<file path="config.mk">
export PLATFORM = sky130hd
export DESIGN_NAME = cbfp_denorm
export DESIGN_NICKNAME = d
export VERILOG_FILES = /design/src/rtl/cbfp_denorm.sv
export SDC_FILE = /design/constraint.sdc
export NUM_CORES = 2
export LEC_CHECK = 0
export CORE_UTILIZATION = 60
export CTS_BUF_LIST = sky130_fd_sc_hd__clkbuf_4
export DETAILED_ROUTE_END_ITERATION = 7
export PLACE_DENSITY_LB_ADDON = 0.08
export SLEW_MARGIN = 40
export SYNTH_ARGS = -nofsm -noshare
export SYNTH_HDL_FRONTEND = slang
export SYNTH_SLANG_ARGS = --single-unit
</file>
<file path="constraint.sdc">
create_clock -name clk -period 6.4 [get_ports clk]
set_clock_uncertainty 0.05 [all_clocks]
set_input_delay 0.96 -clock clk [delete_from_list [all_inputs] [get_ports clk]]
set_output_delay 0.96 -clock clk [all_outputs]
set_load 0.1 [all_outputs]
</file>
<file path="src/rtl/cbfp_denorm.sv">
// Restores block-floating-point FFT output (mantissa + per-sample CBFP index) to one
// common fixed-point scale, with saturation and per-frame beat/saturation bookkeeping.
module cbfp_denorm #(
  parameter int IN_W        = 12,
  parameter int OUT_W       = 16,
  parameter int N           = 16,
  parameter int IDX_W       = 5,
  parameter int REF_SHIFT   = 13,
  parameter int FRAME_BEATS = 32
) (
  input  logic                           clk,
  input  logic                           rstn,
  input  logic                           valid_in,
  input  logic [IN_W-1:0]                din_i    [N],
  input  logic [IN_W-1:0]                din_q    [N],
  input  logic [IDX_W-1:0]               index_in [N],
  output logic                           valid_out,
  output logic [OUT_W-1:0]               dout_i   [N],
  output logic [OUT_W-1:0]               dout_q   [N],
  output logic [$clog2(FRAME_BEATS)-1:0] beat_idx,
  output logic                           last_out,
  output logic                           sat_flag
);

  // Handshake: valid-only streaming. A beat is accepted on every clock edge where
  // valid_in=1 (no ready, no backpressure); it leaves exactly two edges later with
  // valid_out=1. Outputs other than valid_out hold their value while valid_out=0.

  localparam int BEAT_W = $clog2(FRAME_BEATS);
  localparam int E_W    = IDX_W + 1;
  // Wide enough that m <<< REF_SHIFT can never wrap before the saturation compare.
  localparam int WIDE_W = IN_W + REF_SHIFT + 1;

  localparam logic signed [WIDE_W-1:0] SAT_MAX = WIDE_W'((1 << (OUT_W - 1)) - 1);
  localparam logic signed [WIDE_W-1:0] SAT_MIN = WIDE_W'(-(1 << (OUT_W - 1)));

  typedef struct packed {
    logic             sat;
    logic [OUT_W-1:0] y;
  } res_t;

  function automatic res_t restore(input logic [IN_W-1:0] m, input logic signed [E_W-1:0] e);
    logic signed [WIDE_W-1:0] wide;
    logic signed [WIDE_W-1:0] shifted;
    logic [E_W-1:0]           amt;
    res_t                     r;
    wide = WIDE_W'($signed(m));
    if (!e[E_W-1]) begin
      amt     = e;
      shifted = wide <<< amt;
    end else begin
      // Sign fill of >>> gives 0 / -1 once the shift reaches the mantissa width.
      amt     = -e;
      shifted = wide >>> amt;
    end
    if (shifted > SAT_MAX) begin
      r.sat = 1'b1;
      r.y   = SAT_MAX[OUT_W-1:0];
    end else if (shifted < SAT_MIN) begin
      r.sat = 1'b1;
      r.y   = SAT_MIN[OUT_W-1:0];
    end else begin
      r.sat = 1'b0;
      r.y   = shifted[OUT_W-1:0];
    end
    return r;
  endfunction

  // Stage 1 state
  logic                    s1_valid_q, s1_valid_d;
  logic [BEAT_W-1:0]       s1_beat_q, s1_beat_d;
  logic [BEAT_W-1:0]       cnt_q, cnt_d;
  logic [IN_W-1:0]         s1_mi_q [N];
  logic [IN_W-1:0]         s1_mi_d [N];
  logic [IN_W-1:0]         s1_mq_q [N];
  logic [IN_W-1:0]         s1_mq_d [N];
  logic signed [E_W-1:0]   s1_e_q  [N];
  logic signed [E_W-1:0]   s1_e_d  [N];

  // Stage 2 state
  logic                    valid_out_q, valid_out_d;
  logic [BEAT_W-1:0]       beat_idx_q, beat_idx_d;
  logic                    sat_flag_q, sat_flag_d;
  logic [OUT_W-1:0]        dout_i_q [N];
  logic [OUT_W-1:0]        dout_i_d [N];
  logic [OUT_W-1:0]        dout_q_q [N];
  logic [OUT_W-1:0]        dout_q_d [N];

  res_t                    res_i [N];
  res_t                    res_q [N];
  logic                    beat_sat;

  always_comb begin
    s1_valid_d = valid_in;
    s1_beat_d  = s1_beat_q;
    cnt_d      = cnt_q;
    s1_mi_d    = s1_mi_q;
    s1_mq_d    = s1_mq_q;
    s1_e_d     = s1_e_q;
    if (valid_in) begin
      cnt_d     = (cnt_q == BEAT_W'(FRAME_BEATS - 1)) ? '0 : cnt_q + 1'b1;
      s1_beat_d = cnt_q;
      for (int k = 0; k < N; k++) begin
        s1_mi_d[k] = din_i[k];
        s1_mq_d[k] = din_q[k];
        s1_e_d[k]  = $signed(E_W'(REF_SHIFT) - {1'b0, index_in[k]});
      end
    end
  end

  always_comb begin
    beat_sat    = 1'b0;
    valid_out_d = s1_valid_q;
    beat_idx_d  = beat_idx_q;
    sat_flag_d  = sat_flag_q;
    dout_i_d    = dout_i_q;
    dout_q_d    = dout_q_q;
    for (int k = 0; k < N; k++) begin
      res_i[k] = restore(s1_mi_q[k], s1_e_q[k]);
      res_q[k] = restore(s1_mq_q[k], s1_e_q[k]);
      beat_sat = beat_sat | res_i[k].sat | res_q[k].sat;
    end
    if (s1_valid_q) begin
      beat_idx_d = s1_beat_q;
      // Frame start reloads the sticky flag instead of OR-ing into the old frame.
      sat_flag_d = (s1_beat_q == '0) ? beat_sat : (sat_flag_q | beat_sat);
      for (int k = 0; k < N; k++) begin
        dout_i_d[k] = res_i[k].y;
        dout_q_d[k] = res_q[k].y;
      end
    end
  end

  always_ff @(posedge clk or negedge rstn) begin
    if (!rstn) begin
      s1_valid_q  <= 1'b0;
      s1_beat_q   <= '0;
      cnt_q       <= '0;
      s1_mi_q     <= '{default: '0};
      s1_mq_q     <= '{default: '0};
      s1_e_q      <= '{default: '0};
      valid_out_q <= 1'b0;
      beat_idx_q  <= '0;
      sat_flag_q  <= 1'b0;
      dout_i_q    <= '{default: '0};
      dout_q_q    <= '{default: '0};
    end else begin
      s1_valid_q  <= s1_valid_d;
      s1_beat_q   <= s1_beat_d;
      cnt_q       <= cnt_d;
      s1_mi_q     <= s1_mi_d;
      s1_mq_q     <= s1_mq_d;
      s1_e_q      <= s1_e_d;
      valid_out_q <= valid_out_d;
      beat_idx_q  <= beat_idx_d;
      sat_flag_q  <= sat_flag_d;
      dout_i_q    <= dout_i_d;
      dout_q_q    <= dout_q_d;
    end
  end

  assign valid_out = valid_out_q;
  assign dout_i    = dout_i_q;
  assign dout_q    = dout_q_q;
  assign beat_idx  = beat_idx_q;
  assign sat_flag  = sat_flag_q;
  assign last_out  = valid_out_q && (beat_idx_q == BEAT_W'(FRAME_BEATS - 1));

endmodule

</file>
==> results.sh <==
export IMPL_violations="design-rule violations"
export IMPL_finalMaxSlewViolations=0
export IMPL_grtUsageMet3_pct=16.6
export IMPL_core_area_um2=152000
export IMPL_synth_most_common_cell="a21oi_1"
export IMPL_antenna_found_initial=56
export IMPL_clk_latency_ns=1.41
export IMPL_port_buffers=986
export IMPL_seq_area_frac_synth_pct=27.3
export IMPL_syn_avg_cell_area_um2=8.29
export IMPL_synth_fp_nets=11700
export IMPL_synth_area_um2=92400
export IMPL_first_pass_iters=8
export IMPL_setup_viol=0
export IMPL_start_util_pct=60.6
export IMPL_timing_fmax_mhz=204
export IMPL_synth_top_cell_area_share_pct=27.3
export IMPL_setup_tns_ns=0
export IMPL_fillCellCount=12200
export IMPL_place_congestion=1.07
export IMPL_fin_hold_ws_ns=0.0817
export IMPL_clkTransAtPathRegs_ns=0.07
export IMPL_synth_common_cells="1,329 x a21oi_1, 1,313 x nor2_1, 1,010 x dfrtp_1"
export IMPL_crit_path_end_kind="flip-flop"
export IMPL_p_leak_uw=0.0418
export IMPL_first_global_vias=93500
export IMPL_slew_limit_headroom_pct=38.3
export IMPL_fin_crit_sh_pct=76.5
export IMPL_gr_total_overflow=0
export IMPL_startpoint_type="flip-flop"
export IMPL_synth_area_top_cells="dfrtp_1 27%, mux4_2 9.6%, mux2_2 8.0%, a21oi_1 7.2%, mux2i_1 6.7%"
export IMPL_use_met2_pct=70.0
export IMPL_grt_max_degree=224
export IMPL_seq_area_um2=25400
export IMPL_dp_hpwl_um=279000
export IMPL_rsz0062_at_grt="false"
export IMPL_num_vias=101000
export IMPL_clockRootBuffer="clkbuf_4"
export IMPL_row_count=143
export IMPL_fp_dieW_um=395
export IMPL_grt_pass1_wl_um=580000
export IMPL_synth_ff_type="dfrtp_1"
export IMPL_fin_ws_ns=1.50
export IMPL_cts_setup_buffers=0
export IMPL_first_iter_violations=15200
export IMPL_yosysUniqueCellTypes=88
export IMPL_die_area_um2=156000
export IMPL_detail_route_antenna_nets=0
export IMPL_chipHeight_um=395
export IMPL_remaining_drc_errors=4
export IMPL_io_pins=987
export IMPL_cts_tree="built"
export IMPL_ys_ff_latch=1010
export IMPL_grt_use_met1_pct=60.0
export IMPL_final_nets=12100
export IMPL_tightest_slew_ns=0.914
export IMPL_synth_edff_count=0
export IMPL_synth_warnings=0
export IMPL_finalWirelength_um=385000
export IMPL_peakVddDrop_mv=0.395
export IMPL_yosys_area_top_type="dfrtp_1"
export IMPL_preCtsSetupSlack_ns=1.58
export IMPL_area_delta_synth_final_pct=13.0
export IMPL_hold_violations=0
export IMPL_required_ns=7.61
export IMPL_syn_inst=11200
export IMPL_routedWlPerCell_um=27.8
export IMPL_min_period_ns=4.90
export IMPL_grt_use_total_pct=47.6
export IMPL_h_tree_depth=5
export IMPL_cts_buffers=296
export IMPL_ctsResizeCount=0
export IMPL_cp_arrival_ns=6.11
export IMPL_top_usage_layer="met2"
export IMPL_timing_max_cap_violations=0
export IMPL_p_per_area_nw_per_um2=331
export IMPL_clkSinkCount=1010
export IMPL_outcome="finished, violations left"
export IMPL_hold_path_class="in -> reg"
export IMPL_path_class="reg -> reg"
export IMPL_clockBufferDepth=4
export IMPL_crit_fanout=36
export IMPL_synthArstFlopShare_pct=100
export IMPL_drive_gt1_share_pct=20.9
export IMPL_multi_input_area_um2=62700
export IMPL_viasPerCell=7.27
==> registers in the layout, summed over array words and instances (netlist names) <==
| signal | flops |
|---|---|
| dout_i | 256 |
| dout_q | 256 |
| s1_mi_q | 192 |
| s1_mq_q | 192 |
| s1_e_q | 96 |
| beat_idx | 5 |
| cnt_q | 5 |
| s1_beat_q | 5 |
| s1_valid_q | 1 |
| sat_flag | 1 |
| valid_out | 1 |
==> through the flow <==
stage	total power, uW	cells	util, %	instance area (um2)
floorplan	22500	11200	-	92400
global placement	28000	13300	67.3	103000
detailed placement	27600	13300	65.9	101000
CTS	33900	13800	68.3	104000
global route	35800	13900	68.5	104000
finish	34600	13900	68.5	104000
==> layer usage <==
metal / vias up / part of all wire [%]
met4: 38 / 7.4
li1: 43000 / -
met1: 47800 / 36
met3: 1781 / 14
met2: 8087 / 43
met5: - / 0.071
==> cells by family after synthesis <==
| family | count (synthesis) | share of synthesized area [%] |
|---|---|---|
| simple gates | 3314 | 16.1 |
| compound gates | 3762 | 25.6 |
| buf+inv | 1263 | 5.23 |
| xor+xnor | 101 | 0.957 |
| flops | 1010 | 27.3 |
| mux | 1668 | 24.3 |
| fa+ha+maj | 34 | 0.460 |
==> path summary, 6_finish.rpt <==
path,from,end,slack (ns),depth (start not counted)
hold / removal,valid_in,s1_mq_q[190],0.08,3
setup / recovery,s1_e_q[67],sat_flag,1.50,11
max in group asynchronous,rstn,dout_i[228],4.25,6
setup reg to reg,s1_e_q[67],sat_flag,1.50,11
min in group asynchronous,rstn,beat_idx[4],0.58,3
hold reg to reg,dout_q[153],dout_q[153],0.43,1
==> critical path: stages, from the launching register on <==
cell       delay [ns]
dfrtp_2          0.71
buf_4            0.51
mux4_2           0.33
mux2i_1          0.21
a211oi_1         0.33
nor2_1           0.06
a2111oi_0        0.61
a41oi_1          0.53
nor4_1           0.80
nand4bb_1        0.16
nor4b_1          0.34
a21oi_1          0.11
==> area by class of cell <==
type | instances | area share, %
multi-input cells | 8879 | 60.0
flip-flops and latches | 1010 | 24.3
repair buffers | 1236 | 9.11
clock buffers | 407 | 2.93
well taps | 2030 | 2.43
inverters | 177 | 0.639
clock inverters | 86 | 0.513
diodes | 36 | 0.0863
==> cell usage in the layout (no fill, tap or decap), types with 42 or more instances in the layout <==
master	n
clkdlybuf4s50_1	464
nor4_1	48
buf_4	258
nor2_1	1309
o21ai_0	744
clkinv_1	72
xnor2_1	59
a2111oi_0	42
nor2b_1	138
o211ai_1	138
a21o_1	67
or2_2	44
clkbuf_4	407
nand2_1	929
nand4_1	48
a311oi_1	46
mux4_2	394
a221oi_1	97
mux2_2	656
a31oi_1	204
inv_1	147
nand3_1	189
o21a_1	69
o221ai_1	71
mux2i_1	618
and2_1	80
a211o_1	42
nor3_1	205
a21oi_1	1328
a22oi_1	65
o22ai_1	121
o31ai_1	66
and3_1	54
buf_2	487
nand2b_1	87
dfrtp_1	967
a211oi_1	207
==> power breakdown <==
group / switching, uW / internal, uW
Clock: 3110 / 3220
Sequential: 1960 / 7450
Combinational: 13500 / 5320
Total: 18600 / 16000
==> what timing repair did <==
action	4_1_cts	5_1_grt
endpoints found under the setup margin	0	0
hold buffers	6	0
endpoints found under the hold margin	255	0
Power figures use the tool's default switching activity.
